[src/rtl/alu_issue_wb.sv]
// alu_issue_wb: in-order issue queue feeding a combinational ALU, plus a
// single registered writeback slot returning result, branch outcome and tag.
module alu_issue_wb #(
  parameter int XLEN          = 32,
  parameter int OP_BITS       = 8,
  parameter int TRANS_ID_BITS = 3,
  parameter int DEPTH         = 4,
  localparam int PTR_W        = $clog2(DEPTH),
  localparam int CNT_W        = PTR_W + 1
) (
  input  logic                     clk_i,
  input  logic                     rst_ni,
  input  logic                     flush_i,
  input  logic                     issue_valid_i,
  output logic                     issue_ready_o,
  input  logic [OP_BITS-1:0]       issue_op_i,
  input  logic [XLEN-1:0]          issue_operand_a_i,
  input  logic [XLEN-1:0]          issue_operand_b_i,
  input  logic [TRANS_ID_BITS-1:0] issue_trans_id_i,
  output logic                     alu_valid_o,
  output logic [OP_BITS-1:0]       alu_op_o,
  output logic [XLEN-1:0]          alu_operand_a_o,
  output logic [XLEN-1:0]          alu_operand_b_o,
  input  logic [XLEN-1:0]          alu_result_i,
  input  logic                     alu_branch_res_i,
  output logic                     wb_valid_o,
  input  logic                     wb_ready_i,
  output logic [XLEN-1:0]          wb_result_o,
  output logic                     wb_branch_res_o,
  output logic [TRANS_ID_BITS-1:0] wb_trans_id_o,
  output logic [CNT_W-1:0]         count_o
);

  logic [OP_BITS-1:0]       op_q [DEPTH];
  logic [XLEN-1:0]          a_q  [DEPTH];
  logic [XLEN-1:0]          b_q  [DEPTH];
  logic [TRANS_ID_BITS-1:0] id_q [DEPTH];

  logic [PTR_W-1:0]         rd_ptr_q, rd_ptr_d;
  logic [PTR_W-1:0]         wr_ptr_q, wr_ptr_d;
  logic [CNT_W-1:0]         count_q, count_d;
  logic                     wb_valid_q, wb_valid_d;
  logic [XLEN-1:0]          wb_result_q, wb_result_d;
  logic                     wb_branch_q, wb_branch_d;
  logic [TRANS_ID_BITS-1:0] wb_id_q, wb_id_d;

  logic push, pop;

  // Ready looks only at the registered count; a same-cycle pop does not free a slot early.
  assign issue_ready_o = (count_q < CNT_W'(DEPTH));
  assign alu_valid_o   = (count_q != '0);
  assign push = issue_valid_i && issue_ready_o && !flush_i;
  assign pop  = alu_valid_o && (!wb_valid_q || wb_ready_i) && !flush_i;

  // Head entry drives the ALU directly; zeros when the queue is empty.
  always_comb begin
    alu_op_o        = '0;
    alu_operand_a_o = '0;
    alu_operand_b_o = '0;
    if (alu_valid_o) begin
      alu_op_o        = op_q[rd_ptr_q];
      alu_operand_a_o = a_q[rd_ptr_q];
      alu_operand_b_o = b_q[rd_ptr_q];
    end
  end

  // Next-state for pointers, occupancy and the writeback slot; flush wins over everything.
  always_comb begin
    rd_ptr_d    = rd_ptr_q;
    wr_ptr_d    = wr_ptr_q;
    count_d     = count_q;
    wb_valid_d  = wb_valid_q;
    wb_result_d = wb_result_q;
    wb_branch_d = wb_branch_q;
    wb_id_d     = wb_id_q;
    if (flush_i) begin
      rd_ptr_d   = '0;
      wr_ptr_d   = '0;
      count_d    = '0;
      wb_valid_d = 1'b0;
    end else begin
      if (push) wr_ptr_d = wr_ptr_q + PTR_W'(1);
      if (pop) begin
        rd_ptr_d    = rd_ptr_q + PTR_W'(1);
        wb_valid_d  = 1'b1;
        wb_result_d = alu_result_i;
        wb_branch_d = alu_branch_res_i;
        wb_id_d     = id_q[rd_ptr_q];
      end else if (wb_valid_q && wb_ready_i) begin
        wb_valid_d = 1'b0;
      end
      if (push && !pop)      count_d = count_q + CNT_W'(1);
      else if (!push && pop) count_d = count_q - CNT_W'(1);
    end
  end

  // Control and writeback state registers.
  always_ff @(posedge clk_i or negedge rst_ni) begin
    if (!rst_ni) begin
      rd_ptr_q    <= '0;
      wr_ptr_q    <= '0;
      count_q     <= '0;
      wb_valid_q  <= 1'b0;
      wb_result_q <= '0;
      wb_branch_q <= 1'b0;
      wb_id_q     <= '0;
    end else begin
      rd_ptr_q    <= rd_ptr_d;
      wr_ptr_q    <= wr_ptr_d;
      count_q     <= count_d;
      wb_valid_q  <= wb_valid_d;
      wb_result_q <= wb_result_d;
      wb_branch_q <= wb_branch_d;
      wb_id_q     <= wb_id_d;
    end
  end

  // Queue storage written at the tail on each accepted issue.
  always_ff @(posedge clk_i or negedge rst_ni) begin
    if (!rst_ni) begin
      for (int i = 0; i < DEPTH; i++) begin
        op_q[i] <= '0;
        a_q[i]  <= '0;
        b_q[i]  <= '0;
        id_q[i] <= '0;
      end
    end else if (push) begin
      op_q[wr_ptr_q] <= issue_op_i;
      a_q[wr_ptr_q]  <= issue_operand_a_i;
      b_q[wr_ptr_q]  <= issue_operand_b_i;
      id_q[wr_ptr_q] <= issue_trans_id_i;
    end
  end

  assign wb_valid_o      = wb_valid_q;
  assign wb_result_o     = wb_result_q;
  assign wb_branch_res_o = wb_branch_q;
  assign wb_trans_id_o   = wb_id_q;
  assign count_o         = count_q;

endmodule

[config.mk]
export PLATFORM = sky130hd
export DESIGN_NAME = alu_issue_wb
export DESIGN_NICKNAME = d
export VERILOG_FILES = /design/src/rtl/alu_issue_wb.sv
export SDC_FILE = /design/constraint.sdc
export NUM_CORES = 1
export LEC_CHECK = 0
export BUFFER_PORTS_ARGS = -buffer_cell sky130_fd_sc_hd__buf_4
export CAP_MARGIN = 20
export CELL_PAD_IN_SITES_DETAIL_PLACEMENT = 1
export CELL_PAD_IN_SITES_GLOBAL_PLACEMENT = 2
export CORE_MARGIN = 1
export CORE_UTILIZATION = 45
export DETAILED_ROUTE_END_ITERATION = 10
export PLACE_DENSITY = 0.83
export REMOVE_ABC_BUFFERS = 1
export SYNTH_ARGS = -nofsm -noshare
export SYNTH_HDL_FRONTEND = slang
export SYNTH_SLANG_ARGS = --single-unit
[constraint.sdc]
create_clock -name clk_i -period 4.2 [get_ports clk_i]
set_clock_uncertainty 0.2 [all_clocks]
set_input_delay 0.84 -clock clk_i [delete_from_list [all_inputs] [get_ports clk_i]]
set_output_delay 0.84 -clock clk_i [all_outputs]
set_load 0.01 [all_outputs]
==> impl_results.md, run 1 <==
- Post-Syn Area: 0.01531 mm²
- Remaining Overflow, GRT: 0
- CP Class: register to output port
- Fmax: approximately 0.28 GHz
- Core ar.: 0.03353 mm²
- Async SR Flop Fraction: 100.0%
- I/O pins: 227
- Post-route antenna net violation count: 0
- Post-CTS Resized: 0
- Status: complete, no violations
- Cell count after synthesis: 939
- Fillers: approximately 3.2k
- Final Cycle Share: between 80% and 90%
- Capturing point of the worst reg2reg path: b_q[103]
- CP Cell Sequence: buf_12 -> mux4_2 -> and2_1 -> buf_4
- CP max stage delay: 570 ps
- Die height: between 150 and 200 µm
- Setup Buffers After CTS: 0
- R2r startpoint: count_o[2]
- Global-route wire length before repair: 57.25 mm
- CP max stage cell: mux4_2
- Final Net Count: 1287
- Yosys warnings: 0
- Inst Count DP: 1575
- Full die area: around 0.035 mm²
- PD cells: 785.6 mW/mm²
- # rows: 67
- VDD IR max: between 0.0003 and 0.0004 V
- Non-filler cells, final: about 1.6k
- I/O Buffers: 226
- Crit path DAT: 2470 ps
- Routed WL: 35.03 mm
- Worst-Margin Slew: 742.4 ps
- Post-synthesis sequential area ratio: 56.23%
- Clock period minus worst slack: about 3500 ps
- Synth unique cells: 30
- Drt initial violations: 378
- Crit. End Element: output port
- Clk sink count: 344
- WL per Instance: 21.30 µm
- Ant diodes: 0
- Top_reg_cell synth: dfrtp_1
- CTS clk-pin slew, worst paths: 60 ps
- Post-synth EDFFs: 0
- Static Leak: about 8.6 nW
- Clock Tree Root: clkbuf_16
- DR pass1 iterations: 4
- Slew HR: 50.51%
- Initial antenna violation count: 0
- RSZ-0062 raised after global routing: no
- H-tree Lvls: 2
- DR vias/cell: 5.390
- Number of global-route vias before repair: 9850
- Hold_buf cts: 0
- Largest net degree at the start of global routing: 92
- Starting Density: 45.66%
- Vias after detailed routing: 8861
- Layout cells sized above 1: 61.20%
- Final setup violation count: 0
- Post-DP HPWL: 21.62 mm
- Max Cap Viol: 0
- Inserted Clock Buffers: 40
- Final Hold Viols: 0
- Crit start category: register
- Final core occ: 56.21%
- DRC Markers: 0
- Final Slew Violations: 0
- Gpl congestion: 0.7125
- CTS Buffer Depth: 3
- Register-to-Register Path Depth: 5
- R2R Setup Slk: between 1500 and 2000 ps
- CTS tree: built
- Die width: ~190 µm
- CP required: 3160 ps
- Mapped Avg Cell Area: 16.30 µm²
- Area Overhead vs Synth: 23.11%
- HP Class: input pin to asynchronous set/reset pin
- GRT Util Overall: between 20% and 30%
- Clock latency at the later pin of the worst-skew pair: 510 ps
- Crit Path Max Fanout: between 50 and 60
- #FFs+latches synth: 344
[routing by layer]
metal  up-vias  wire length, µm  global-route usage, %
li1       3881                -                      -
met1      4774            15230                  28.05
met2       154            17780                  35.51
met3        52             1205                  3.216
met4         0              807                  5.359
met5         -                0                      0
[registers in the layout (all words and copies together) (netlist names)]
| name | flops |
|---|---|
| wb_trans_id_o | 3 |
| wb_branch_res_o | 1 |
| wb_valid_o | 1 |
| op_q | 32 |
| id_q | 12 |
| count_o | 3 |
| b_q | 128 |
| wr_ptr_q | 2 |
| wb_result_o | 32 |
| a_q | 128 |
| rd_ptr_q | 2 |
[critical path: cells and delay by family (launching register included)]
| kind | cells | cell delay, ps |
|---|---|---|
| multiplexers | 1 | 570 |
| flip-flops | 1 | 560 |
| buffers and inverters | 2 | 550 |
| AND/OR/NAND/NOR | 1 | 190 |
[cells in the mapped netlist (3+ instances only)]
master / n / share of area (%)
a211oi_1: 3 / 0.15
a21oi_1: 3 / 0.098
and2_1: 76 / 3.1
buf_1: 4 / 0.098
buf_2: 40 / 1.3
buf_6: 5 / 0.37
clkbuf_1: 14 / 0.34
dfrtp_1: 344 / 56
ha_1: 4 / 0.33
inv_1: 5 / 0.12
mux2_2: 307 / 23
mux2_4: 30 / 2.9
mux4_2: 75 / 11
nor2_1: 8 / 0.20
[area by class of cell]
type	count	area (µm²)	share of cell area, %
inverters	5	18.77	0.09958
clock buffers	61	1211	6.426
well taps	448	560.5	2.974
repair buffers	251	2004	10.63
flip-flops and latches	344	8616	45.71
clock inverters	8	68.82	0.3651
multi-input cells	527	6369	33.79
[logic make-up (layout without fill, tap and decap cells)]
kind of cell	count (synthesis)	count (layout)	share of synthesized area, %
mux	413	413	36.62
flops	344	344	56.23
fa+ha+maj	5	5	0.4577
xor+xnor	3	3	0.1717
buf+inv	68	325	2.239
simple gates	99	99	3.980
compound gates	7	7	0.3024
[how the worst max path moves through the flow]
stage	startpoint	endpoint	cells after the start	slack, ps
after floorplan	rd_ptr_q[0]	alu_op_o[0]	2	-690
after global placement	rd_ptr_q[0]	alu_operand_b_o[16]	4	1210
after detailed placement	issue_valid_i	op_q[27]	6	1180
after CTS	rd_ptr_q[0]	alu_operand_b_o[23]	4	640
after global routing	rd_ptr_q[0]	alu_operand_a_o[19]	4	540
final	rd_ptr_q[0]	alu_operand_b_o[23]	4	690
[stage by stage]
| step | power [W] | setup WS (ps) | area [µm²] | hold WS (ps) | setup TNS [ps] |
|---|---|---|---|---|---|
| 2_1_floorplan | 0.009273 | -688.7 | 14990 | 275.4 | -49710 |
| 3_3_place_gp | 0.01139 | 1207 | 17570 | 283.5 | 0 |
| 3_5_place_dp | 0.01159 | 1181 | 17570 | 290.6 | 0 |
| 4_1_cts | 0.01504 | 638.0 | 18850 | 171.9 | 0 |
| 5_1_grt | 0.01571 | 540.3 | 18850 | 184.7 | 0 |
| 6_report | 0.01481 | 687.8 | 18850 | 151.6 | 0 |
[placed cells by master, fill, tap and decap left out, types with 2 or more instances in the layout]
cell and n:
mux2_2 307, and2_1 72, clkbuf_16 41, clkbuf_1 9
dfrtp_4 2, nor3_1 2, ha_1 4, inv_1 5
mux4_2 75, buf_4 241, nand2_1 2, clkinv_2 6
nor2b_1 2, buf_12 9, a211oi_1 3, nor2_1 8
mux2_4 30, clkbuf_8 11, xnor2_1 2, dfrtp_1 342
nand2b_1 2, a21oi_1 3, and2_4 5
[where the power goes]
group,internal (W),switching [W],leakage (nW)
clock network,0.00204,0.00132,0.637
logic,0.00357,0.00220,3.58
registers,0.00483,0.000849,4.34
total,0.0104,0.00437,8.55
No activity file was read; power rests on OpenSTA's default activity.
==> run 2: changes to the inputs <==
CORE_UTILIZATION = 37   (was 45)
PLACE_DENSITY = 0.73   (was 0.83)
clock period = 2.8 ns   (was 4.2 ns; I/O delays follow)
==> run 2 against run 1 <==
Net effect:
- the flow now finishes with violations (negative setup slack)
- clock power up 49%
- critical path depth up 2
- sequential power up 48%
- non-clock buffer count up 32
- clock-buffer cell count up 1
- utilization down 7.4 points
- setup slack worse by 830 ps
- power up 63%
- die area up 21%
- flip-flop and latch count unchanged
- global-route usage down 2.3 points
- register-to-register slack worse by 1200 ps
- critical path type unchanged
- critical endpoint is now alu_operand_a_o[31]
- highest routed layer is now met5
==> impl_results.md, run 2 (synthesis gave the netlist of run 1 again) <==
- Status: finished, violations left
- Failing checks: negative setup slack
- Crit path DAT: approximately 2200 ps
- Largest net degree at the start of global routing: 70
- Crit. End Element: output port
- Final setup violation count: 70
- Full die area: about 0.042 mm²
- I/O pins: between 200 and 250
- Most frequent cells in the layout: dfrtp_1, mux2_2, buf_4
- Post-DP HPWL: 23.16 mm
- WHS Path Cells: 2
- Starting Density: 37.49%
- Fillers: 3934
- Capturing point of the worst reg2reg path: b_q[103]
- Final Hold Viols: 0
- Crit Path Max Fanout: 7
- Gpl congestion: 0.7120
- Slew HR: 57.50%
- H-tree Lvls: 2
- DRC Markers: 0
- Core ar.: 0.04083 mm²
- Hold path start: alu_result_i[8]
- Remaining Overflow, GRT: 0
- Commonest non-fill, non-tap cell in the layout: dfrtp_1
- Vias after detailed routing: 8975
- Number of global-route vias before repair: 10.07k
- Final Cycle Share: 104.9%
- VDD IR max: 0.0005749 V
- Register-to-Register Path Depth: 7
- Initial antenna violation count: 1
- Static Leak: 8.973 nW
- CTS Buffer Depth: 3
- Biggest regs: a_q x128, b_q x128
- Fin Hold WS: 43.26 ps
- PD cells: 1211 mW/mm²
- Clk sink count: 344
- I/O Buffers: 226
- CP required: roughly 2000 ps
- Die height: 205.4 µm
- Final Slew Violations: 0
- Layout cells sized above 1: 67.26%
- Fmax: approximately 0.34 GHz
- Power, Total: 0.02411 W
- Clock latency at the later pin of the worst-skew pair: 530 ps
- DR vias/cell: 5.099
- Ant diodes: 0
- Post-route antenna net violation count: 0
- Setup ws final: -138.1 ps
- Global-route wire length before repair: 59.71 mm
- Critical path origin: rd_ptr_q[0]
- R2R Setup Slk: 340 ps
- # rows: 74
- Hold EP: wb_result_o[8]
- Routed WL: 37.47 mm
- Clock Tree Root: clkbuf_16
- HP Class: input pin to register
- CTS clk-pin slew, worst paths: roughly 60 ps
- Drt initial violations: between 300 and 400
- Crit start category: register
- Final Net Count: 1320
- CTS tree: built
- CP Class: register to output port
- RSZ-0062 raised after global routing: yes
- Inserted Clock Buffers: 40
- Max Cap Viol: 0
- R2r startpoint: count_o[2]
- GRT Util Overall: between 10% and 20%
- Area Overhead vs Synth: 30.04%
- Die width: 205.4 µm
- WL per Instance: 21.29 µm
- Clock period minus worst slack: 2938 ps
- DR pass1 iterations: 4
- Worst-Margin Slew: 637.6 ps
[run 2: cell types whose count changed in the layout (fill, tap and decap cells not counted), moves of 3 or more]
cell,before,now
and2_1,72,7
buf_16,0,4
and2_4,5,70
buf_4,241,181
buf_6,0,69
clkbuf_1,9,13
clkbuf_8,11,8
buf_12,9,25
[run 2: worst max-delay path by stage]
stage	endpoint	slack, ps	depth (start not counted)
finish	alu_operand_a_o[31]	-140	6
global route	alu_operand_a_o[31]	-220	6
CTS	alu_operand_b_o[25]	-190	6
detailed placement	alu_operand_a_o[13]	280	5
global placement	alu_operand_b_o[19]	310	5
floorplan	alu_op_o[0]	-1810	2
[run 2: timing repair]
| action | CTS | global route |
|---|---|---|
| buffers inserted | 15 | 1 |
| gates resized for setup | 138 | 6 |
| endpoints found under the hold margin | 59 | 0 |
| setup endpoints to repair | 72 | 72 |
| cloned | 4 | 2 |
| hold buffers | 1 | 0 |
| pin swaps | 31 | 0 |
[run 2: power breakdown]
group          leakage (nW)  internal [W]  switching (W)
logic                  4.03       0.00686        0.00383
clock network         0.608       0.00298        0.00202
registers              4.33       0.00725        0.00116
total                  8.97        0.0171        0.00701
[run 2: layer usage]
| metal | wire length (µm) | share of wire (%) | vias to the layer above | global-route usage [%] |
|---|---|---|---|---|
| li1 | - | - | 3944 | - |
| met1 | 15890 | 42 | 4844 | 24.37 |
| met2 | 19450 | 52 | 140 | 31.13 |
| met3 | 1407 | 3.8 | 45 | 3.421 |
| met4 | 709 | 1.9 | 2 | 5.556 |
| met5 | 12 | 0.032 | - | 0 |
[run 2: final cells by class]
| class | instances | area, µm² | area share, % |
|---|---|---|---|
| flip-flops and latches | 344 | 8618 | 43.29 |
| multi-input cells | 528 | 6543 | 32.86 |
| repair buffers | 283 | 2821 | 14.17 |
| clock buffers | 62 | 1185 | 5.951 |
| well taps | 532 | 665.6 | 3.343 |
| clock inverters | 6 | 57.56 | 0.2891 |
| inverters | 5 | 18.77 | 0.09427 |
[run 2: through the flow]
step                      instance area (µm²)  worst slack [ps]  cells  utilization, %  setup TNS (ps)
after floorplan                         14990             -1809    876               -         -304200
after global placement                  17910             308.5   1669           43.87               0
after detailed placement                17910             284.1   1669           43.87               0
after CTS                               19830            -185.8   1757           48.57           -8212
after global routing                    19910            -220.2   1760           48.76           -9834
final                                   19910            -138.1   1760           48.76           -4166
[run 2: worst max-delay path: stages (launching register included)]
cell and delay, ps:
dfrtp_4 520, buf_12 150, buf_16 130, buf_12 140
mux4_2 420, and2_4 170, buf_6 110
==> run 3: changes to the inputs <==
RECOVER_POWER = 25   (was default)
SLEW_MARGIN = 20   (was default)
==> run 3 against run 2 <==
Net effect:
- the run ends with max-capacitance violations, max-slew violations, negative setup slack left
- sequential power is essentially flat
- sequential share of layout area up 0.090 points
- clock power about the same
- final area down 0.21%
- fmax about the same
- first-iteration DRC count is 2.7% lower
- setup slack worse by 2.3 ps
- via count rose by 0.17%
- global-route usage unchanged
- non-clock buffer count unchanged
- critical endpoint unchanged
==> impl_results.md, run 3 (synthesis gave the netlist of run 1 again) <==
- Status: finished, violations left
- Failing checks: max-capacitance violations, max-slew violations, negative setup slack
- VDD IR max: 0.0005715 V
- Internal Power: 0.01709 W
- Buffers & Inverters on Critical Path: 4
- Global-route wire length before repair: 59.71 mm
- Biggest regs: a_q x128, b_q x128
- Full die area: 0.04220 mm²
- Clock period minus worst slack: roughly 2900 ps
- Die width: 205.4 µm
- Die height: approximately 200 µm
- Fillers: 3937
- I/O pins: 227
- Sequential share of power: roughly a third
- Core ar.: 0.04083 mm²
- Clock Tree Root: clkbuf_16
- Starting Density: 37.49%
- Sw Ratio: between 20% and 30%
- CTS clk-pin slew, worst paths: roughly 60 ps
- Layout cells sized above 1: 67.18%
- Clock latency at the later pin of the worst-skew pair: 530 ps
- Delay-heaviest family, CP: buffers and inverters
- CP required: 2040 ps
- WL per Instance: 21.29 µm
- DRC Markers: 0
- GRT Util Overall: a little under a fifth
- Setup TNS: -4155 ps
- Place WS: 284.1 ps
- Power, Total: 0.02409 W
- Routed WL: 37.47 mm
- Post-DP HPWL: 23.16 mm
- Setup ws final: -140.4 ps
- Critical path depth in cells: 6
- CP Class: register to output port
- Final setup violation count: 70
- DR pass1 iterations: 4
- PD cells: between 1000 and 1500 mW/mm²
- Number of global-route vias before repair: 10.07k
- Largest net degree at the start of global routing: 70
- Worst-Margin Slew: 1798 ps
- RSZ-0062 raised after global routing: yes
- Final core occ: 48.66%
- Register-to-Register Path Depth: 7
- CTS Buffer Depth: 3
- Combinational Power Share: 44.3%
- Vias after detailed routing: 8990
- Register Area: 0.008618 mm²
- Static Leak: 8.956 nW
- Inserted Clock Buffers: 40
- Final Net Count: 1320
- HP Class: input pin to register
- Crit Path Max Fanout: 7
- Clock power frac: 20.8%
- Remaining Overflow, GRT: 0
- Slew HR: -19.88%
- H-tree Lvls: 2
- Drt initial violations: between 300 and 400
- Area Overhead vs Synth: 29.77%
- WHS Path Cells: 2
- Fmax: 0.3401 GHz
- DR vias/cell: 5.108
- Commonest non-fill, non-tap cell in the layout: dfrtp_1
- Crit. End Element: output port
- Final Cycle Share: 105.0%
- CP dominant cell by count: buf_12
- CP Cell Sequence: buf_12 -> buf_16 -> buf_12 -> mux4_2 -> and2_4 -> buf_6
- Final Slew Violations: 68
- Crit path DAT: 2180 ps
- Gpl congestion: just over 0.7
- CTS tree: built
- CP max stage delay: 520 ps
- Final Hold Viols: 0
- Initial antenna violation count: 1
- Ant diodes: 0
- Multi-input logic area: 0.006543 mm²
- CP max stage cell: dfrtp_4
- Fin Hold WS: 43.41 ps
- Sw power: between 0.007 and 0.008 W
- # rows: 74
- Max Cap Viol: 1
- I/O Buffers: 226
- Most frequent cells in the layout: dfrtp_1, mux2_2, buf_4
- Post-route antenna net violation count: 0
- Clk sink count: 344
- Crit start category: register
[run 3: cell types whose count changed in the layout (fill, tap and decap cells not counted)]
cell      delta
clkbuf_2     +3
buf_4        -6
buf_8        -1
clkbuf_8     +1
clkbuf_1     +1
buf_6        +1
buf_2        +3
buf_12       -2
[run 3: area by class of cell]
class                   count  share of cell area [%]
flip-flops and latches    344                   43.38
well taps                 532                   3.350
inverters                   5                 0.09446
repair buffers            283                   13.99
clock buffers              62                   5.964
multi-input cells         528                   32.93
clock inverters             6                  0.2897
[run 3: per-layer routing]
layer / up-vias / wire, µm / track usage (%)
li1: 3952 / - / -
met1: 4858 / 15930 / 24.37
met2: 133 / 19460 / 31.13
met3: 45 / 1355 / 3.421
met4: 2 / 710 / 5.556
met5: - / 12 / 0
[run 3: what timing repair did]
action | CTS | global route
cloned | 4 | 2
gates resized for setup | 138 | 6
endpoints found under the setup margin | 72 | 72
setup buffers | 15 | 1
hold buffers | 1 | 0
hold endpoints to repair | 59 | 0
pin swaps | 31 | 0
[run 3: worst reg2reg max path: cells and delay by family (launching register included)]
kind / cells / cell delay (ps)
muxes: 1 / 380
buffers and inverters: 3 / 540
DFF: 1 / 420
and+or+nand+nor: 3 / 810
[run 3: worst paths after layout]
| check | start | slack [ps] | end |
|---|---|---|---|
| setup / recovery | rd_ptr_q[0] | -140 | alu_operand_a_o[31] |
| hold / removal | alu_result_i[8] | 40 | wb_result_o[8] |
| setup reg to reg | count_o[2] | 340 | b_q[100] |
| hold reg to reg | a_q[55] | 300 | a_q[55] |
| max in group asynchronous | rst_ni | 200 | b_q[118] |
| min in group asynchronous | rst_ni | 840 | wb_result_o[13] |
[run 3: per-stage QoR]
step | cells | instance area [µm²]
after floorplan | 876 | 14990
after global placement | 1669 | 17910
after detailed placement | 1669 | 17910
after CTS | 1757 | 19830
after global routing | 1760 | 19870
final | 1760 | 19870
[run 3: power groups by stage]
stage | registers, W | clock network (W) | logic [W]
after CTS | 0.00843 | 0.00516 | 0.0108
final | 0.00841 | 0.00500 | 0.0107
after detailed placement | 0.00851 | 0 | 0.00914
after global placement | 0.00842 | 0 | 0.00900
after floorplan | 0.00849 | 0 | 0.00542
after global routing | 0.00874 | 0.00536 | 0.0115
